### config.mk
export PLATFORM = sky130hd
export DESIGN_NAME = contador_mod
export DESIGN_NICKNAME = d
export VERILOG_FILES = /design/src/rtl/contador_mod.sv
export SDC_FILE = /design/constraint.sdc
export NUM_CORES = 1
export LEC_CHECK = 0
export ABC_AREA = 1
export ABC_CLOCK_PERIOD_IN_PS = 1950
export CORE_AREA = 3 3 40 42
export CTS_BUF_LIST = sky130_fd_sc_hd__clkbuf_16
export CTS_CLUSTER_DIAMETER = 120
export DETAILED_ROUTE_END_ITERATION = 8
export DIE_AREA = 0 0 43 45
export DONT_BUFFER_PORTS = 1
export REMOVE_ABC_BUFFERS = 1
export SLEW_MARGIN = 10
export SYNTH_ARGS = -nofsm -noshare
export SYNTH_HDL_FRONTEND = slang
export SYNTH_SLANG_ARGS = --single-unit
### constraint.sdc
create_clock -name CLK -period 1.95 [get_ports CLK]
set_clock_uncertainty 0.2 [all_clocks]
set_input_delay 0.195 -clock CLK [delete_from_list [all_inputs] [get_ports CLK]]
set_output_delay 0.195 -clock CLK [all_outputs]
set_load 0.02 [all_outputs]
### src/rtl/contador_mod.sv
// contador_mod -- parametrised modulo counter with prescaler, enable,
// synchronous clear/load, one-shot mode and terminal-count signalling.
// Supplies unit timing and symbol/element indexing for the Morse transmitter.
//
// Parameters:
//   WIDTH    count register width
//   MODULO   count range 0..MODULO-1 (2 <= MODULO <= 2**WIDTH)
//   PRESCALE CLK cycles per count step (1..65536)
//
// Ports:
//   CLK       clock, rising edge
//   RST       synchronous active-high reset
//   en        count enable (freezes prescaler and count when low)
//   clr       synchronous clear of count, prescaler and done
//   load      synchronous load of load_val (clamped to MODULO-1)
//   load_val  value to load
//   dir       1 = up, 0 = down (only with CONTADOR_DOWN_EN)
//   oneshot   1 = halt at terminal value, 0 = wrap
//   salida    current count
//   tc        one-cycle terminal-count pulse
//   done      one-shot halted flag
//
// Build option: define CONTADOR_DOWN_EN to enable down counting via dir.
// Without it the counter is up-only and dir is ignored.
module contador_mod #(
    parameter int WIDTH    = 4,
    parameter int MODULO   = 16,
    parameter int PRESCALE = 1
) (
    input  logic             CLK,
    input  logic             RST,
    input  logic             en,
    input  logic             clr,
    input  logic             load,
    input  logic [WIDTH-1:0] load_val,
    input  logic             dir,
    input  logic             oneshot,
    output logic [WIDTH-1:0] salida,
    output logic             tc,
    output logic             done
);

    localparam int               PS_W      = (PRESCALE > 1) ? $clog2(PRESCALE) : 1;
    localparam logic [WIDTH-1:0] TOP       = WIDTH'(MODULO - 1);
    localparam logic [WIDTH-1:0] ONE       = WIDTH'(1);
    localparam logic [PS_W-1:0]  PS_RELOAD = PS_W'(PRESCALE - 1);
    localparam logic [PS_W-1:0]  PS_ONE    = PS_W'(1);

    // Prescaler runs as a down-counter: reload value PRESCALE-1 corresponds to
    // phase 0, and reaching zero marks the step cycle.
    logic [PS_W-1:0]  ps_cnt;
    logic             at_term;
    logic [WIDTH-1:0] next_val;
    logic [WIDTH-1:0] load_clamped;

`ifdef CONTADOR_DOWN_EN
    always_comb begin
        at_term  = 1'b0;
        next_val = salida;
        if (dir) begin
            at_term  = (salida == TOP);
            next_val = at_term ? '0 : salida + ONE;
        end else begin
            at_term  = (salida == '0);
            next_val = at_term ? TOP : salida - ONE;
        end
    end
`else
    logic unused_dir;
    assign unused_dir = dir;
    assign at_term    = (salida == TOP);
    assign next_val   = at_term ? '0 : salida + ONE;
`endif

    // Out-of-range loads saturate rather than wrap.
    assign load_clamped = (load_val > TOP) ? TOP : load_val;

    always_ff @(posedge CLK) begin
        if (RST || clr) begin
            salida <= '0;
            ps_cnt <= PS_RELOAD;
            tc     <= 1'b0;
            done   <= 1'b0;
        end else if (load) begin
            salida <= load_clamped;
            ps_cnt <= PS_RELOAD;
            tc     <= 1'b0;
            done   <= 1'b0;
        end else begin
            tc <= 1'b0;
            if (en && !done) begin
                if (ps_cnt == '0) begin
                    ps_cnt <= PS_RELOAD;
                    if (at_term) begin
                        tc <= 1'b1;
                        // One-shot holds the terminal value instead of wrapping.
                        if (oneshot) begin
                            done <= 1'b1;
                        end else begin
                            salida <= next_val;
                        end
                    end else begin
                        salida <= next_val;
                    end
                end else begin
                    ps_cnt <= ps_cnt - PS_ONE;
                end
            end
        end
    end

endmodule

==> metrics.md, run 1 <==
| Metric | Value |
|---|---|
| Place WS | `0.503 ns` |
| H-tree depth | `1` |
| Cell taking the most area after synthesis | `dfxtp_1` |
| Comb pwr share | `0.095` |
| Antenna cells | `0` |
| Setup Fix Bufs, Post-CTS | `0` |
| Largest net degree at the start of global routing | `7` |
| Part of the power in the clock network | `0.650` |
| Setup crit end kind | `flip-flop` |
| Final core occ | `0.420` |
| Reg clk slew, reported paths | `around 0.030 ns` |
| Status | `completed` |
| WL final | `876 um` |
| Proportion of synthesized area in mux cells | `0` |
| Die X-Extent | `43 um` |
| Final min period | `1.84 ns` |
| Cells after Synth | `51` |
| Placed insts | `70` |
| TritonCTS Buffers | `3` |
| R2r setup slk | `0.18 ns` |
| Dominant cells by area after synthesis | `dfxtp_1 36%, nand2_1 19%, nor2_1 9.0%` |
| DR iter-0 viols | `1` |
| Final Hold Viols | `0` |
| Final Max Tran Viols | `0` |
| Synth Register Bits | `6` |
| Setup TNS | `0 ns` |
| Post-DP Area | `384 um2` |
| Vias in the first global route | `334` |
| DP HPWL | `651 um` |
| Initial core utilization | `0.261` |
| Gpl congestion | `0.809` |
| Post-layout instance area | `539 um2` |
| DIE HEIGHT | `45 um` |
| Footprint of the multi-input gates | `203 um2` |
| Antenna Nets Post-Route | `0` |
| Sequential power share | `0.255` |
| Synth Cell Area | `335 um2` |
| Worst Path Arrival | `1.81 ns` |
| First-pass GRT wire length | `1.41 mm` |
| Synth top area share | `0.358` |
| Worst path top cell family by delay | `buffers and inverters` |
| Commonest non-fill, non-tap cells in the layout | `17 x nand2_1, 7 x nor2_1, 7 x dlygate4sd3_1, 6 x dfxtp_1` |
| Crit-path cells | `dlygate4sd3_1 -> nor2_2 -> nand2_1 -> nor3_2 -> nand2_1 -> o21ai_0 -> dlygate4sd3_1` |
| Post-synthesis xor/xnor area fraction | `0.0261` |
| Most common cell after layout, fill and taps aside | `nand2_1` |
| GRT Total Usage | `0.109` |
| DIE AREA | `1940 um2` |
| Slowest stage delay, CP | `0.55 ns` |
| Share of the yosys chip area belonging to registers | `0.358` |
| Initial antenna violation count | `0` |
| TritonCTS clock tree | `done` |
| Library cells used by synthesis | `15` |
| Sw Share | `0.190` |
| Nets@finish | `79` |
| Area growth, synth to finish | `60.8%` |
| Vias | `between 300 and 400` |
| Min-delay worst type | `in2reg` |
| Largest family of logic cells by synthesized area | `simple AND/OR/NAND/NOR gates` |
| PnR worst setup slack | `approximately 0.11 ns` |
| DRC Markers | `0` |
| Longest Clk Path Bufs | `2` |
| Worst Setup Start Kind | `input pin` |
| Max IR drop VDD | `519 uV` |
| Synth Area in Simple Gates | `0.373` |
| Mapped Avg Cell Area | `6.57 um2` |
| Period utilisation layout | `0.945` |
| Worst slew pin tran | `approximately 0.22 ns` |
| Complex-gate fraction of the synthesized area | `0.138` |
| IO Port Bufs | `0` |
| Average wire per standard cell | `11.0 um` |
| Fmax | `543 MHz` |
| Number of I/O pins | `17` |
| Finished Layout Cells | `80` |
| Slew headroom | `0.851` |
| Critical path peak fanout | `3` |
| Post-Synth Adder-Cell Area | `0.0373` |
| Layout cells sized above 1 | `0.215` |
| Pwr dens | `roughly 940 nW/um2` |
| Fillers | `~130` |
| Via density | `approximately 4.4` |
| Ys Warns | `0` |
| Buf+Inv Stages, Crit Path | `2` |
| Worst EP required | `1.92 ns` |
| Worst path slowest cell | `dlygate4sd3_1` |
| Setup CP Type | `in2reg` |
| CTS Sinks | `6` |
| Root Buffer | `clkbuf_16` |
| Max Cap Violations | `0` |
| Gr ovfl total | `0` |
| Internal power | `just over 0.4 mW` |
| Core footprint | `about 1300 um2` |
| Drt first pass iters | `2` |
| Leak Pwr | `0.245 nW` |
| Switch Pwr | `between 0.09 and 0.1 mW` |
| Clk_lat worst skew | `~0.23 ns` |
| Row cnt | `13` |
| Final setup fails | `0` |
| FF+latch area | `around 120 um2` |
## cell usage after synthesis, drive strengths merged
library cell and number:
ha 1, xnor2 1, nand4 1, o21ai 6, nand3 3, nand2 17, nor3 1, dfxtp 6
nor2 8, a21oi 1, inv 6
## power groups by stage
stage	clock [mW]	sequential, mW	combinational, mW
floorplan	0	0.138	0.0223
global placement	0	0.131	0.0393
detailed placement	0	0.131	0.0398
CTS	0.334	0.130	0.0479
global route	0.340	0.130	0.0543
finish	0.331	0.130	0.0482
## per-stage QoR
stage	power [mW]	hold slack (ns)
CTS	0.511	0.0126
detailed placement	0.171	0.118
global route	0.525	0.0217
finish	0.508	0.00989
global placement	0.171	0.111
floorplan	0.160	0.108
## cell families after synthesis
kind of cell,after synthesis
and+or+nand+nor,30
AOI/OAI and AO/OA,7
buffers and inverters,6
xor gates and xnor gates,1
adders and majority gates,1
DFF,6
## final cells by class
type                       count  area share
clock buffer                   3       0.139
inverter                       6      0.0418
multi-input combinational     39       0.376
sequential                     6       0.223
tap                           15      0.0348
timing repair buffer          11       0.186
## worst reg2reg max path, cell delays in order (launching register included)
cell and delay (ns):
dfxtp_1 0.34, ha_2 0.21, nand3_2 0.13, nor3_2 0.16, nand2_1 0.07, o21ai_0 0.06
dlygate4sd3_1 0.55
## metal layers
| metal | part of all wire | routed length, um | up-vias | global-route usage |
|---|---|---|---|---|
| li1 | - | - | 192 | - |
| met3 | 0.11 | 99 | 2 | 0.0797 |
| met2 | 0.45 | 394 | 12 | 0.156 |
| met4 | 0.011 | 10 | 0 | 0.0723 |
| met1 | 0.43 | 373 | 148 | 0.112 |
| met5 | 0 | 0 | - | 0 |
## worst paths after layout
check / end / start / cells past startpoint
min: salida[2]$_SDFFE_PP0P_ / load / 3
min reg2reg: salida[0]$_SDFFE_PP0P_ / salida[0]$_SDFFE_PP0P_ / 3
max: done$_SDFFE_PP0P_ / RST / 7
max reg2reg: done$_SDFFE_PP0P_ / salida[0]$_SDFFE_PP0P_ / 6
## registers in the layout, indices dropped and copies added, names as in the netlist
signal,count
done,1
salida,4
tc,1
## timing repair
action,in CTS,in global routing
hold buffers,7,0
gates resized for setup,0,3
setup endpoints to repair,0,1
endpoints found under the hold margin,4,0
Note: power is estimated with default switching activity, not from simulation.
==> run 2, diff against run 1 <==
--- a/config.mk
+++ b/config.mk
@@ -7,11 +7,11 @@
 export LEC_CHECK = 0
 export ABC_AREA = 1
 export ABC_CLOCK_PERIOD_IN_PS = 1950
-export CORE_AREA = 3 3 40 42
+export CORE_AREA = 2 2 39 41
 export CTS_BUF_LIST = sky130_fd_sc_hd__clkbuf_16
 export CTS_CLUSTER_DIAMETER = 120
 export DETAILED_ROUTE_END_ITERATION = 8
-export DIE_AREA = 0 0 43 45
+export DIE_AREA = 0 0 41 43
 export DONT_BUFFER_PORTS = 1
 export REMOVE_ABC_BUFFERS = 1
 export SLEW_MARGIN = 10
==> run 2 against run 1 <==
Effect of this change:
- hold slack worse by 0.0089 ns
- largest cell class unchanged
- flip-flop and latch count did not move
- highest routed layer unchanged
- critical path type is now reg2reg
- worst setup slack gained 0.0064 ns
- combinational power decreased by 11%
- first-iteration DRC count rose to 8.0 times the previous value
- non-clock buffer count is 3 lower
==> metrics.md, run 2 (synthesis gave the netlist of run 1 again) <==
| Metric | Value |
|---|---|
| RR Endpoint | `done$_SDFFE_PP0P_` |
| Slew headroom | `0.852 (about the same)` |
| Final core occ | `0.368 (-0.0517)` |
| Average wire per standard cell | `11.1 um (+1.7%)` |
| Root Buffer | `clkbuf_16` |
| Max reg flops | `4 (unchanged)` |
| Core footprint | `1380 um2 (+7.7%)` |
| First-pass GRT wire length | `1.25 mm (-12%)` |
| Final Hold Viols | `0 (unchanged)` |
| Status | `completed` |
| DIE AREA | `1760 um2 (-8.9%)` |
| Worst Setup Start Kind | `flip-flop` |
| Sw Share | `0.192 (+0.00204)` |
| Worst slew pin tran | `0.222 ns (-0.000329 ns)` |
| WL final | `869 um (-0.80%)` |
| Final min period | `1.84 ns (-0.00643 ns)` |
| Worst path top cell family by delay | `buffers and inverters` |
| Worst hold stages | `4 (+1)` |
| Buf+Inv Stages, Crit Path | `1 (-1)` |
| Drt first pass iters | `4 (+2)` |
| Gpl congestion | `0.728 (-10%)` |
| DP HPWL | `624 um (-4.1%)` |
| Placed insts | `70 (unchanged)` |
| Reg clk slew, reported paths | `0.03 ns (about the same)` |
| Setup Fix Bufs, Post-CTS | `0 (unchanged)` |
| Longest Clk Path Bufs | `2 (unchanged)` |
| Number of I/O pins | `17 (unchanged)` |
| Max Cap Violations | `0 (unchanged)` |
| R2r setup slk | `0.11 ns (-0.07 ns)` |
| Final setup fails | `0 (unchanged)` |
| Comb pwr share | `0.084 (-0.011)` |
| Max IR drop VDD | `576 uV (+11%)` |
| CTS Sinks | `6 (unchanged)` |
| IO Port Bufs | `0 (unchanged)` |
| R2R cell count | `6 (unchanged)` |
| Setup crit end kind | `flip-flop` |
| Pwr dens | `992 nW/um2 (+5.2%)` |
| Area growth, synth to finish | `51.9%` |
| Min-delay worst type | `in2reg` |
| DR iter-0 viols | `8 (+7)` |
| Antenna cells | `0 (unchanged)` |
| PnR worst setup slack | `0.114 ns (+0.00644 ns)` |
| Via density | `4.67 (+5.5%)` |
| Setup CP Type | `reg2reg` |
| Switch Pwr | `0.0971 mW (+0.44%)` |
| Initial core utilization | `0.242 (-0.0186)` |
| Crit-path cells | `ha_1 -> nand3_2 -> nor3_2 -> nand2_1 -> o21ai_0 -> dlygate4sd3_1` |
| Post-DP Area | `378 um2 (-1.6%)` |
| H-tree depth | `1 (unchanged)` |
| Commonest non-fill, non-tap cells in the layout | `17 x nand2_1, 8 x nor2_1, 5 x dfxtp_1, 5 x dlygate4sd3_1` |
| Hold Path Origin | `load` |
| Leak Pwr | `0.233 nW (-5.0%)` |
| Worst Path Arrival | `1.81 ns (about the same)` |
| Finished Layout Cells | `78 (-2.5%)` |
| Final Max Tran Viols | `0 (unchanged)` |
| Top Registers | `salida (4), done (1), tc (1)` |
| Period utilisation layout | `0.941 (-0.00330)` |
| Initial antenna violation count | `0 (unchanged)` |
| TritonCTS clock tree | `done` |
| Fmax | `545 MHz (+0.35%)` |
| Sequential power share | `0.260 (+0.005)` |
| Antenna Nets Post-Route | `0 (unchanged)` |
| Row cnt | `14 (+1)` |
| Gr ovfl total | `0 (unchanged)` |
| Setup TNS | `0 ns (unchanged)` |
| Worst EP required | `1.92 ns (about the same)` |
| Post-layout instance area | `509 um2 (-5.6%)` |
| Most common cell after layout, fill and taps aside | `nand2_1` |
| TritonCTS Buffers | `3 (unchanged)` |
| Largest net degree at the start of global routing | `7 (unchanged)` |
| DIE HEIGHT | `43 um (-4.4%)` |
| DRC Markers | `0 (unchanged)` |
| Hold EP | `salida[3]$_SDFFE_PP0P_` |
| Internal power | `0.408 mW (-0.87%)` |
| GRT Total Usage | `0.121 (+0.0130)` |
| Part of the power in the clock network | `0.656 (+0.006)` |
| Worst path slowest cell | `dlygate4sd3_1` |
| Vias in the first global route | `308 (-7.8%)` |
| Critical path peak fanout | `3 (unchanged)` |
| Critical path depth | `6 (-1)` |
| Place WS | `0.463 ns (-0.0403 ns)` |
| Most flop-heavy register | `salida` |
| Layout cells sized above 1 | `0.194 (-0.0218)` |
| Critical R2R Launch | `salida[1]$_SDFFE_PP0P_` |
| Die X-Extent | `41 um (-4.7%)` |
| Vias | `364 (+2.8%)` |
| Fillers | `143 (+6.7%)` |
| Clk_lat worst skew | `0.23 ns (about the same)` |
| Slowest stage delay, CP | `0.55 ns (about the same)` |
| Nets@finish | `76 (-3.8%)` |
[run 2: cell count changes in the layout (fill, tap and decap cells not counted)]
cell and delta:
buf_4 -1, dfxtp_1 -1, dfxtp_2 +1, dlygate4sd3_1 -2, ha_1 +1, ha_2 -1, nor2_1 +1, nor2_2 -1
[run 2: cell type report]
| type | count | area (um2) | share of cell area |
|---|---|---|---|
| sequential | 6 | 121 | 0.238 |
| multi-input combinational | 39 | 198 | 0.388 |
| timing repair buffer | 8 | 72.6 | 0.143 |
| clock buffer | 3 | 75.1 | 0.147 |
| tap | 16 | 20.0 | 0.0393 |
| inverter | 6 | 22.5 | 0.0442 |
[run 2: worst max-delay path by stage]
| stage | startpoint | end | slack, ns |
|---|---|---|---|
| 2_1_floorplan | salida[0]$_SDFFE_PP0P_ | salida[2]$_SDFFE_PP0P_ | 0.40 |
| 3_5_place_dp | salida[3]$_SDFFE_PP0P_ | salida[2]$_SDFFE_PP0P_ | 0.46 |
| 4_1_cts | salida[3]$_SDFFE_PP0P_ | done$_SDFFE_PP0P_ | 0.07 |
| 5_1_grt | salida[1]$_SDFFE_PP0P_ | done$_SDFFE_PP0P_ | -0.03 |
| 6_report | salida[1]$_SDFFE_PP0P_ | done$_SDFFE_PP0P_ | 0.11 |
| 3_3_place_gp | salida[3]$_SDFFE_PP0P_ | salida[2]$_SDFFE_PP0P_ | 0.47 |
[run 2: stage by stage]
step                      total power [mW]  hold WS [ns]
after floorplan                      0.160         0.108
after global placement               0.169         0.114
after detailed placement             0.170         0.118
after CTS                            0.512       0.00259
after global routing                 0.528        0.0200
final                                0.505       0.00104
[run 2: repair_timing]
| action | 4_1_cts | 5_1_grt |
|---|---|---|
| gates resized for setup | 0 | 2 |
| endpoints found under the setup margin | 0 | 1 |
| hold endpoints to repair | 6 | 0 |
| hold buffers | 5 | 0 |
[run 2: power groups by stage]
stage	combinational, mW	sequential, mW	clock [mW]
after floorplan	0.0223	0.138	0
after CTS	0.0421	0.131	0.339
after detailed placement	0.0372	0.133	0
final	0.0427	0.131	0.331
after global routing	0.0479	0.132	0.349
after global placement	0.0368	0.133	0
[run 2: layer usage]
| layer | global-route usage | share of wire | vias up |
|---|---|---|---|
| li1 | - | - | 185 |
| met1 | 0.103 | 0.36 | 161 |
| met2 | 0.150 | 0.46 | 14 |
| met3 | 0.120 | 0.13 | 4 |
| met4 | 0.120 | 0.043 | 0 |
| met5 | 0 | 0 | - |
[run 2: worst reg2reg max path, stage by stage (launching register included)]
cell and delay [ns]:
dfxtp_1 0.33, ha_1 0.20, nand3_2 0.14, nor3_2 0.22, nand2_1 0.06, o21ai_0 0.07
dlygate4sd3_1 0.55
